`src/rtl/swap_ctrl.sv`:
```
// Memory-swap sequencer: reads A into temp, reads B, writes B's data to A and temp to B.
// Each memory access is bounded by a wait counter; an expired wait lands in ERR.
//
// state  | meaning
// IDLE   | waiting for Start; captures addresses on acceptance
// RD_A   | read word A into the memory buffer
// LD_T   | copy memory buffer into temp register
// RD_B   | read word B into the memory buffer
// WR_A   | write memory buffer (old B) to A
// WR_B   | write temp register (old A) to B
// DONE   | one-cycle completion pulse
// ERR    | memory ack timeout; Error set, back to IDLE
module swap_ctrl #(
  parameter int ADDR_W  = 8,
  parameter int TIMEOUT = 255
) (
  input  logic              Clk,
  input  logic              Rst_n,
  input  logic              Start,
  input  logic [ADDR_W-1:0] Addr_A,
  input  logic [ADDR_W-1:0] Addr_B,
  output logic              Busy,
  output logic              Done,
  output logic              Error,
  output logic              Mem_Req,
  output logic              Mem_We,
  output logic [ADDR_W-1:0] Mem_Addr,
  input  logic              Mem_Ack,
  output logic              Load_Buf,
  output logic              Load_Temp,
  output logic              Data_Sel
);

  typedef enum logic [2:0] {
    S_IDLE, S_RD_A, S_LD_T, S_RD_B, S_WR_A, S_WR_B, S_DONE, S_ERR
  } state_t;

  localparam logic [15:0] LP_LAST_WAIT = 16'(TIMEOUT - 1);

  state_t            r_state;
  state_t            w_next;
  logic [ADDR_W-1:0] r_addr_a;
  logic [ADDR_W-1:0] r_addr_b;
  logic [ADDR_W-1:0] r_mem_addr;
  logic [15:0]       r_wait_cnt;
  logic              r_error;
  logic              w_in_mem;
  logic              w_timeout;
  logic              w_accept;

  assign w_in_mem  = (r_state == S_RD_A) || (r_state == S_RD_B) ||
                     (r_state == S_WR_A) || (r_state == S_WR_B);
  // An ack in the last allowed cycle takes priority over the timeout.
  assign w_timeout = w_in_mem && !Mem_Ack && (r_wait_cnt == LP_LAST_WAIT);
  assign w_accept  = (r_state == S_IDLE) && Start;

  always_ff @(posedge Clk or negedge Rst_n) begin
    if (!Rst_n) r_state <= S_IDLE;
    else        r_state <= w_next;
  end

  always_comb begin
    w_next = r_state;
    unique case (r_state)
      S_IDLE: if (Start) w_next = (Addr_A == Addr_B) ? S_DONE : S_RD_A;
      S_RD_A: if (Mem_Ack) w_next = S_LD_T; else if (w_timeout) w_next = S_ERR;
      S_LD_T: w_next = S_RD_B;
      S_RD_B: if (Mem_Ack) w_next = S_WR_A; else if (w_timeout) w_next = S_ERR;
      S_WR_A: if (Mem_Ack) w_next = S_WR_B; else if (w_timeout) w_next = S_ERR;
      S_WR_B: if (Mem_Ack) w_next = S_DONE; else if (w_timeout) w_next = S_ERR;
      S_DONE: w_next = S_IDLE;
      S_ERR:  w_next = S_IDLE;
      default: w_next = S_IDLE;
    endcase
  end

  always_comb begin
    Busy      = (r_state != S_IDLE);
    Done      = 1'b0;
    Mem_Req   = 1'b0;
    Mem_We    = 1'b0;
    Load_Buf  = 1'b0;
    Load_Temp = 1'b0;
    Data_Sel  = 1'b0;
    unique case (r_state)
      S_RD_A, S_RD_B: begin
        Mem_Req  = 1'b1;
        Load_Buf = Mem_Ack;
      end
      S_WR_A: begin
        Mem_Req = 1'b1;
        Mem_We  = 1'b1;
      end
      S_WR_B: begin
        Mem_Req  = 1'b1;
        Mem_We   = 1'b1;
        Data_Sel = 1'b1;
      end
      S_LD_T:  Load_Temp = 1'b1;
      S_DONE:  Done = 1'b1;
      default: ;
    endcase
  end

  assign Mem_Addr = r_mem_addr;
  assign Error    = r_error;

  always_ff @(posedge Clk or negedge Rst_n) begin
    if (!Rst_n) begin
      r_addr_a <= '0;
      r_addr_b <= '0;
    end else if (w_accept) begin
      r_addr_a <= Addr_A;
      r_addr_b <= Addr_B;
    end
  end

  // Address register loads on entry to a memory state so it stays stable while
  // Mem_Req is high and keeps its last value outside memory states.
  always_ff @(posedge Clk or negedge Rst_n) begin
    if (!Rst_n) begin
      r_mem_addr <= '0;
    end else if (w_next != r_state) begin
      unique case (w_next)
        S_RD_A:         r_mem_addr <= Addr_A;
        S_WR_A:         r_mem_addr <= r_addr_a;
        S_RD_B, S_WR_B: r_mem_addr <= r_addr_b;
        default: ;
      endcase
    end
  end

  always_ff @(posedge Clk or negedge Rst_n) begin
    if (!Rst_n)                    r_wait_cnt <= '0;
    else if (w_next != r_state)    r_wait_cnt <= '0;
    else if (w_in_mem && !Mem_Ack) r_wait_cnt <= r_wait_cnt + 16'd1;
  end

  always_ff @(posedge Clk or negedge Rst_n) begin
    if (!Rst_n)                 r_error <= 1'b0;
    else if (w_accept)          r_error <= 1'b0;
    else if (w_next == S_ERR)   r_error <= 1'b1;
  end

endmodule

```
`config.mk`:
```
export PLATFORM = sky130hd
export DESIGN_NAME = swap_ctrl
export DESIGN_NICKNAME = d
export VERILOG_FILES = /design/src/rtl/swap_ctrl.sv
export SDC_FILE = /design/constraint.sdc
export NUM_CORES = 1
export LEC_CHECK = 0
export ABC_CLOCK_PERIOD_IN_PS = 4000
export BUFFER_PORTS_ARGS = -buffer_cell sky130_fd_sc_hd__buf_2
export CORE_UTILIZATION = 31
export CTS_BUF_LIST = sky130_fd_sc_hd__clkbuf_4 sky130_fd_sc_hd__clkbuf_8
export DETAILED_ROUTE_END_ITERATION = 10
export PLACE_DENSITY_LB_ADDON = 0.12
export RECOVER_POWER = 100
export SYNTH_ARGS = -nofsm -noshare
export SYNTH_HDL_FRONTEND = slang
export SYNTH_SLANG_ARGS = --single-unit
```
`constraint.sdc`:
```
create_clock -name Clk -period 4 [get_ports Clk]
set_clock_uncertainty 0.2 [all_clocks]
set_input_delay 0.8 -clock Clk [delete_from_list [all_inputs] [get_ports Clk]]
set_output_delay 0.8 -clock Clk [all_outputs]
set_load 0.02 [all_outputs]
```
==> summary.md, run 1 <==
| Metric | Value |
|---|---|
| Failing checks | max-capacitance violations, max-slew violations |
| Layout cell share with drive strength beyond 1 | 25.8% |
| GPL Wtd Cong | 0.737 |
| Clk_lat worst skew | 300 ps |
| Initial antenna violation count | 0 |
| Final setup vio count | 0 |
| Slowest-stage cell, CP | or2_0 |
| Pleak | 1.21 nW |
| Worst path buffer plus inverter count | 1 |
| Top FF cell, synth | dfrtp_1 |
| Fmax | 302 MHz |
| Metal1 wirelength | 2.67 mm |
| Worst-case reg-to-reg path depth | 8 |
| Routed length on met2 | 2.65 mm |
| Depth of the CTS H-tree | 2 |
| Post-synth EDFFs | 0 |
| TritonRoute pass-1 iters | 4 |
| Fin. Hold Viols | 0 |
| Critical Path Fanout Max | 10 |
| Commonest non-fill, non-tap cell in the layout | dfrtp_1 |
| Core Region | 7730 sq um |
| Post-CTS Setup Inserts | 0 |
| Outcome | finished, violations left |
| Worst setup path end | Mem_Addr[5] |
| Max stage delay on crit path | 620 ps |
| Worst-Margin Slew | 2440 ps |
| RSZ-0062 raised after global routing | false |
| # diodes | 0 |
| CTS tree | yes |
| Crit path launch type | register |
| Synth Net Count | 245 |
| DRC viols | 0 |
| Ys async rst share | 100% |
| WL final | 5.56 mm |
| Worst Path Arrival | 3280 ps |
| Post-route clock period utilization | 82.7% |
| Starting Density | 31.9% |
| Post-route setup TNS | 0 ps |
| Crit path max-delay family | simple AND/OR/NAND/NOR gates |
| Element type at the critical path end | register |
| GRT Util Overall | 14.4% |
| Fin crit period | 3310 ps |
| Clk slew on worst S/H paths | 90 ps |
| FF+latch count, synth | 44 |
| Worst R2R Start | r_state[2] |
| CTS Buf Count | 5 |
| DR vias | 1811 |
| CP Launch Point | r_state[2] |
| Worst reg-to-reg setup slack | 690 ps |
| Commonest cells after routing, fill and taps aside | dfrtp_1, nor2_1, buf_2, clkbuf_1, mux2_2 |
| Synth cell types | 52 |
| Hold crit path type | register to register |
| Total clock sinks | 44 |
| Nets@finish | 282 |
| Die W | 91.2 um |
| Post-cts resize count | 0 |
| Slew margin rel. | -63.0% |
| WP depth | 8 |
| P per Cell Area | 787 nW/um^2 |
| Clk root buf | clkbuf_8 |
| Critical path cell sequence | nor3_1 > nand2_2 > nor3_4 > nor2_2 > inv_1 > a22o_1 > or2_0 > o31ai_2 |
| Row count | 32 |
| Synth warn | 0 |
| Clock Tree Buf Depth | 2 |
| Max_cap viols | 1 |
| Ports | 36 |
| Vias per inst | 5.00 |
| Layout area overhead | 14.5% |
| Reg-to-Reg End | Mem_Addr[5] |
| Final Util | 36.5% |
| Overflow after GRT | 0 |
| Sequential fraction of the synthesis area | 44.7% |
| CP Data Required Time | 3970 ps |
| Met3 wire length | 170 um |
| Die Y | 91.2 um |
| Die area | 8310 sq um |
| Cell Area, Synth | 2460 sq um |
| Vias in the first global route | 1885 |
| Starting DRT DRC Count | 75 |
| Buffers on Ports | 35 |
| Hold-fix buffers at CTS | 0 |
| HPWL after detailed placement | 4.01 mm |
| Slew Viols, Final | 45 |
| Post-DRT Antenna Nets | 0 |
| Largest net degree at the start of global routing | 45 |
| Crit Path Category | register to register |
| Drt wl/cell | 15.4 um |
| First-pass GRT wire length | 9.34 mm |
| Syn_area_per_cell | 11.1 sq um |
| Cells after Synth | 223 |
| Top layer in use | met4 |
| Hold slack | 314 ps |
| Worst VDD drop | 0.312 mV |
-- metrics by stage --
step / power, W / area [sq um] / worst slack, ps / instances
4_1_cts: 0.00230 / 2870 / 992 / 362
2_1_floorplan: 0.00162 / 2460 / 1330 / 223
5_1_grt: 0.00239 / 2820 / 401 / 362
3_5_place_dp: 0.00189 / 2740 / 840 / 355
3_3_place_gp: 0.00189 / 2740 / 881 / 355
6_report: 0.00222 / 2820 / 692 / 362
-- cells by family (layout without fill, tap and decap cells) --
| kind of cell | count (synthesis) | count (layout) | share of synthesized area [%] |
|---|---|---|---|
| buffers and inverters | 16 | 53 | 3.40 |
| muxes | 16 | 16 | 7.31 |
| DFF | 44 | 44 | 44.7 |
| AOI/OAI and AO/OA | 49 | 49 | 16.5 |
| xor gates and xnor gates | 24 | 24 | 8.83 |
| and+or+nand+nor | 72 | 72 | 18.2 |
| adders and majority gates | 2 | 2 | 1.02 |
-- worst min path at each step --
stage                startpoint           to  depth (start not counted)
floorplan           r_addr_a[7]  r_addr_a[7]                          1
global placement    r_addr_a[4]  r_addr_a[4]                          1
detailed placement  r_addr_a[2]  r_addr_a[2]                          1
CTS                 r_addr_b[5]  r_addr_b[5]                          1
global route        r_addr_b[5]  r_addr_b[5]                          1
finish              r_addr_b[3]  r_addr_b[3]                          1
-- where the power goes --
group / switching (W) / internal (W)
Combinational: 0.000652 / 0.000444
Clock: 0.000156 / 0.000246
Sequential: 0.000124 / 0.000598
Total: 0.000931 / 0.00129
-- sequential cells by signal, summed over array words and instances, names as in the netlist --
signal and cells:
r_state 3, r_wait_cnt 16, Error 1, Mem_Addr 8, r_addr_a 8, r_addr_b 8
-- per-layer routing --
layer / GRT usage (%) / vias to the layer above
li1: - / 886
met1: 18.9 / 890
met2: 23.5 / 27
met3: 2.93 / 8
met4: 4.76 / 0
met5: 0 / -
-- synthesized netlist by cell type (2+ instances only) --
cell	n	area (sq um)
dfrtp_1	44	1100
nor2_1	21	78.8
mux2_2	16	180
xor2_1	12	105
xnor2_1	11	96.3
o21ai_0	10	50.1
nor3b_1	8	60.1
o22a_1	8	70.1
o22ai_1	8	50.1
o31ai_2	8	100
nand2_1	7	26.3
nand3_1	7	35.0
inv_1	5	18.8
nand4_1	5	31.3
and3_1	4	25.0
buf_2	4	20.0
a21oi_1	3	15.0
and4_4	2	22.5
buf_6	2	22.5
ha_1	2	25.0
inv_2	2	7.51
nand2_2	2	12.5
nor3_4	2	32.5
o311ai_2	2	32.5
-- layout make-up --
type / instances / area, sq um
clock buffers: 5 / 68.8
clock inverters: 2 / 60.1
fillers: 808 / 4910
inverters: 7 / 26.3
multi-input cells: 163 / 1260
flip-flops and latches: 44 / 1100
well taps: 102 / 128
repair buffers: 39 / 174
Note: power is estimated with default switching activity, not from simulation.
==> run 2, diff against run 1 <==
--- a/config.mk
+++ b/config.mk
@@ -5,7 +5,8 @@
 export SDC_FILE = /design/constraint.sdc
 export NUM_CORES = 1
 export LEC_CHECK = 0
-export ABC_CLOCK_PERIOD_IN_PS = 4000
+export ABC_AREA = 1
+export ABC_CLOCK_PERIOD_IN_PS = 3050
 export BUFFER_PORTS_ARGS = -buffer_cell sky130_fd_sc_hd__buf_2
 export CORE_UTILIZATION = 31
 export CTS_BUF_LIST = sky130_fd_sc_hd__clkbuf_4 sky130_fd_sc_hd__clkbuf_8
==> constraint.sdc (replaced) <==
create_clock -name Clk -period 3.05 [get_ports Clk]
set_clock_uncertainty 0.2 [all_clocks]
set_input_delay 0.61 -clock Clk [delete_from_list [all_inputs] [get_ports Clk]]
set_output_delay 0.61 -clock Clk [all_outputs]
set_load 0.02 [all_outputs]
==> run 2 against run 1 <==
Net effect: the run now ends clean; sequential power is 25% higher; die area is 6.5% higher; design area is 5.7% higher; core utilization is 0.21 points lower; final cell count is 36% higher; area after synthesis is 6.6% higher; combinational power is 40% higher; via count is 26% higher; setup slack worse by 270 ps; first-iteration DRC count is 2.7% lower; critical path depth is 6 higher.
==> summary.md, run 2 <==
| Metric | Value |
|---|---|
| Post-synth EDFFs | 0 |
| Clk slew on worst S/H paths | 90 ps |
| Drt wl/cell | 13.1 um |
| Starting DRT DRC Count | 73 |
| FF+latch count, synth | 44 |
| Slew margin rel. | 24.1% |
| Total clock sinks | 44 |
| Largest family of logic cells by synthesized area | simple AND/OR/NAND/NOR gates |
| Fin crit period | 2630 ps |
| Hold crit path type | register to register |
| RSZ-0062 raised after global routing | false |
| Commonest cells post-synth | nand2_1, dfrtp_1, inv_1, nand3_1, nor2_1 |
| Worst VDD drop | 0.442 mV |
| Setup ws final | 421 ps |
| Top FF cell, synth | dfrtp_1 |
| Simple-gate share of the synthesized area | 40.6% |
| Fin. Hold Viols | 0 |
| Final setup vio count | 0 |
| GPL Wtd Cong | 0.809 |
| Yosys top cell area share | 41.9% |
| Cells after Synth | 348 |
| Outcome | finished, final reports clean |
| Max_cap viols | 0 |
| Die W | 94.1 um |
| # diodes | 0 |
| Synth cell types | 34 |
| Crit path launch type | register |
| Most frequent cell after synthesis | nand2_1 |
| Largest area contributor in the netlist | dfrtp_1 |
| Hold-fix buffers at CTS | 0 |
| CTS Buf Count | 5 |
| Ys async rst share | 100% |
| First-pass GRT wire length | 10.9 mm |
| Row count | 33 |
| Clock Tree Buf Depth | 2 |
| Die area | 8850 sq um |
| Crit Path Category | register to register |
| Clk_lat worst skew | 300 ps |
| Core Region | 8220 sq um |
| HPWL after detailed placement | 4.92 mm |
| Post-Synth XOR/XNOR Area | 2.00% |
| Post-route cell area | 2980 sq um |
| Depth of the CTS H-tree | 2 |
| Vias per inst | 4.61 |
| CTS tree | yes |
| Post-DRT Antenna Nets | 0 |
| Fmax | 380 MHz |
| Synth Net Count | 370 |
| Largest net degree at the start of global routing | 45 |
| Layout area overhead | 13.5% |
| Dpl ws | 394 ps |
| Synth warn | 0 |
| Sequential fraction of the synthesis area | 41.9% |
| DR vias | 2277 |
| Overflow after GRT | 0 |
| Buffers on Ports | 35 |
| WL final | 6.46 mm |
| CP Data Required Time | 3030 ps |
| Commonest non-fill, non-tap cell in the layout | nand2_1 |
| Cell Area, Synth | 2630 sq um |
| Element type at the critical path end | register |
| Layout fillers | 917 |
| Post-route setup TNS | 0 ps |
| Hold slack | 283 ps |
| Starting Density | 32.0% |
| Synth Area in Adders | 0.952% |
| Max reg flops | 16 |
| Final Util | 36.3% |
| Syn_area_per_cell | 7.55 sq um |
| Vias in the first global route | 2202 |
| Synth top area cells | dfrtp_1, nand2_1, inv_1, nand3_1, nor2_1 |
| Commonest cells after routing, fill and taps aside | nand2_1, dfrtp_1, inv_1 |
| Post-CTS Setup Inserts | 0 |
| Initial antenna violation count | 0 |
| DRC viols | 0 |
| Worst reg-to-reg setup slack | 420 ps |
| Slew Viols, Final | 0 |
| Pleak | 1.50 nW |
| Compound-Gate Fraction of Synth Area | 7.66% |
| Layout cell share with drive strength beyond 1 | 14.1% |
| Mux cell area share after synthesis | 0% |
| Ports | 36 |
| Post-cts resize count | 0 |
| Die Y | 94.1 um |
| Largest reg by FF count | r_wait_cnt |
| Post-route clock period utilization | 86.2% |
| Critical Path Fanout Max | 13 |
| P per Cell Area | 989 nW/um^2 |
| Placement Cell Area | 2930 sq um |
| Worst Path Arrival | 2610 ps |
| Worst-Margin Slew | 1140 ps |
| Clk root buf | clkbuf_8 |
| GRT Util Overall | 15.9% |
| Nets@finish | 410 |
| TritonRoute pass-1 iters | 4 |
-- run 2: area by class of cell --
| class | instances | area, sq um | area share, % |
|---|---|---|---|
| clock buffers | 7 | 96.3 | 3.23 |
| clock inverters | 1 | 30.0 | 1.01 |
| inverters | 39 | 146 | 4.91 |
| multi-input cells | 259 | 1300 | 43.5 |
| flip-flops and latches | 44 | 1100 | 36.9 |
| well taps | 105 | 131 | 4.40 |
| repair buffers | 39 | 180 | 6.04 |
-- run 2: logic make-up after synthesis --
logic type	after synthesis
adder cells (fa/ha/maj)	2
XOR/XNOR	6
buffers and inverters	45
AND/OR/NAND/NOR	217
flip-flops	44
AO/OA/AOI/OAI	34
-- run 2: path summary, 6_finish.rpt --
path	to	from	cells after the start
min in group asynchronous	r_wait_cnt[6]	Rst_n	2
setup reg to reg	r_wait_cnt[3]	r_state[2]	14
hold reg to reg	Mem_Addr[5]	Mem_Addr[5]	2
hold / removal	Mem_Addr[5]	Mem_Addr[5]	2
max in group asynchronous	Mem_Addr[0]	Rst_n	2
setup / recovery	r_wait_cnt[3]	r_state[2]	14
-- run 2: power by group --
group / total [W] / switching (W) / internal, W
registers: 0.000905 / 0.000136 / 0.000769
clock network: 0.000500 / 0.000210 / 0.000289
logic: 0.00154 / 0.00107 / 0.000472
-- run 2: critical path, stage by stage (launching register included) --
cell and delay [ps]:
dfrtp_1 440, inv_1 120, nand2_1 140, nand2_1 180, nor2_8 200, nand3_4 120
nand2_1 110, a21oi_1 80, nor2_2 100, buf_4 170, nand2_1 60, nand2_1 160
inv_1 80, nand2_2 270, nor3_1 90
-- run 2: stage by stage --
step	instances	power [W]
2_1_floorplan	348	0.00214
3_3_place_gp	486	0.00257
3_5_place_dp	486	0.00256
4_1_cts	494	0.00307
5_1_grt	494	0.00322
6_report	494	0.00295
-- run 2: layer usage --
layer  vias to the layer above  global-route usage (%)  share of wire, %
met5                         -                       0                 0
met4                         0                    4.23               1.3
met3                         8                    3.16               3.3
met2                        38                    23.9                43
met1                      1039                    22.9                52
li1                       1192                       -                 -
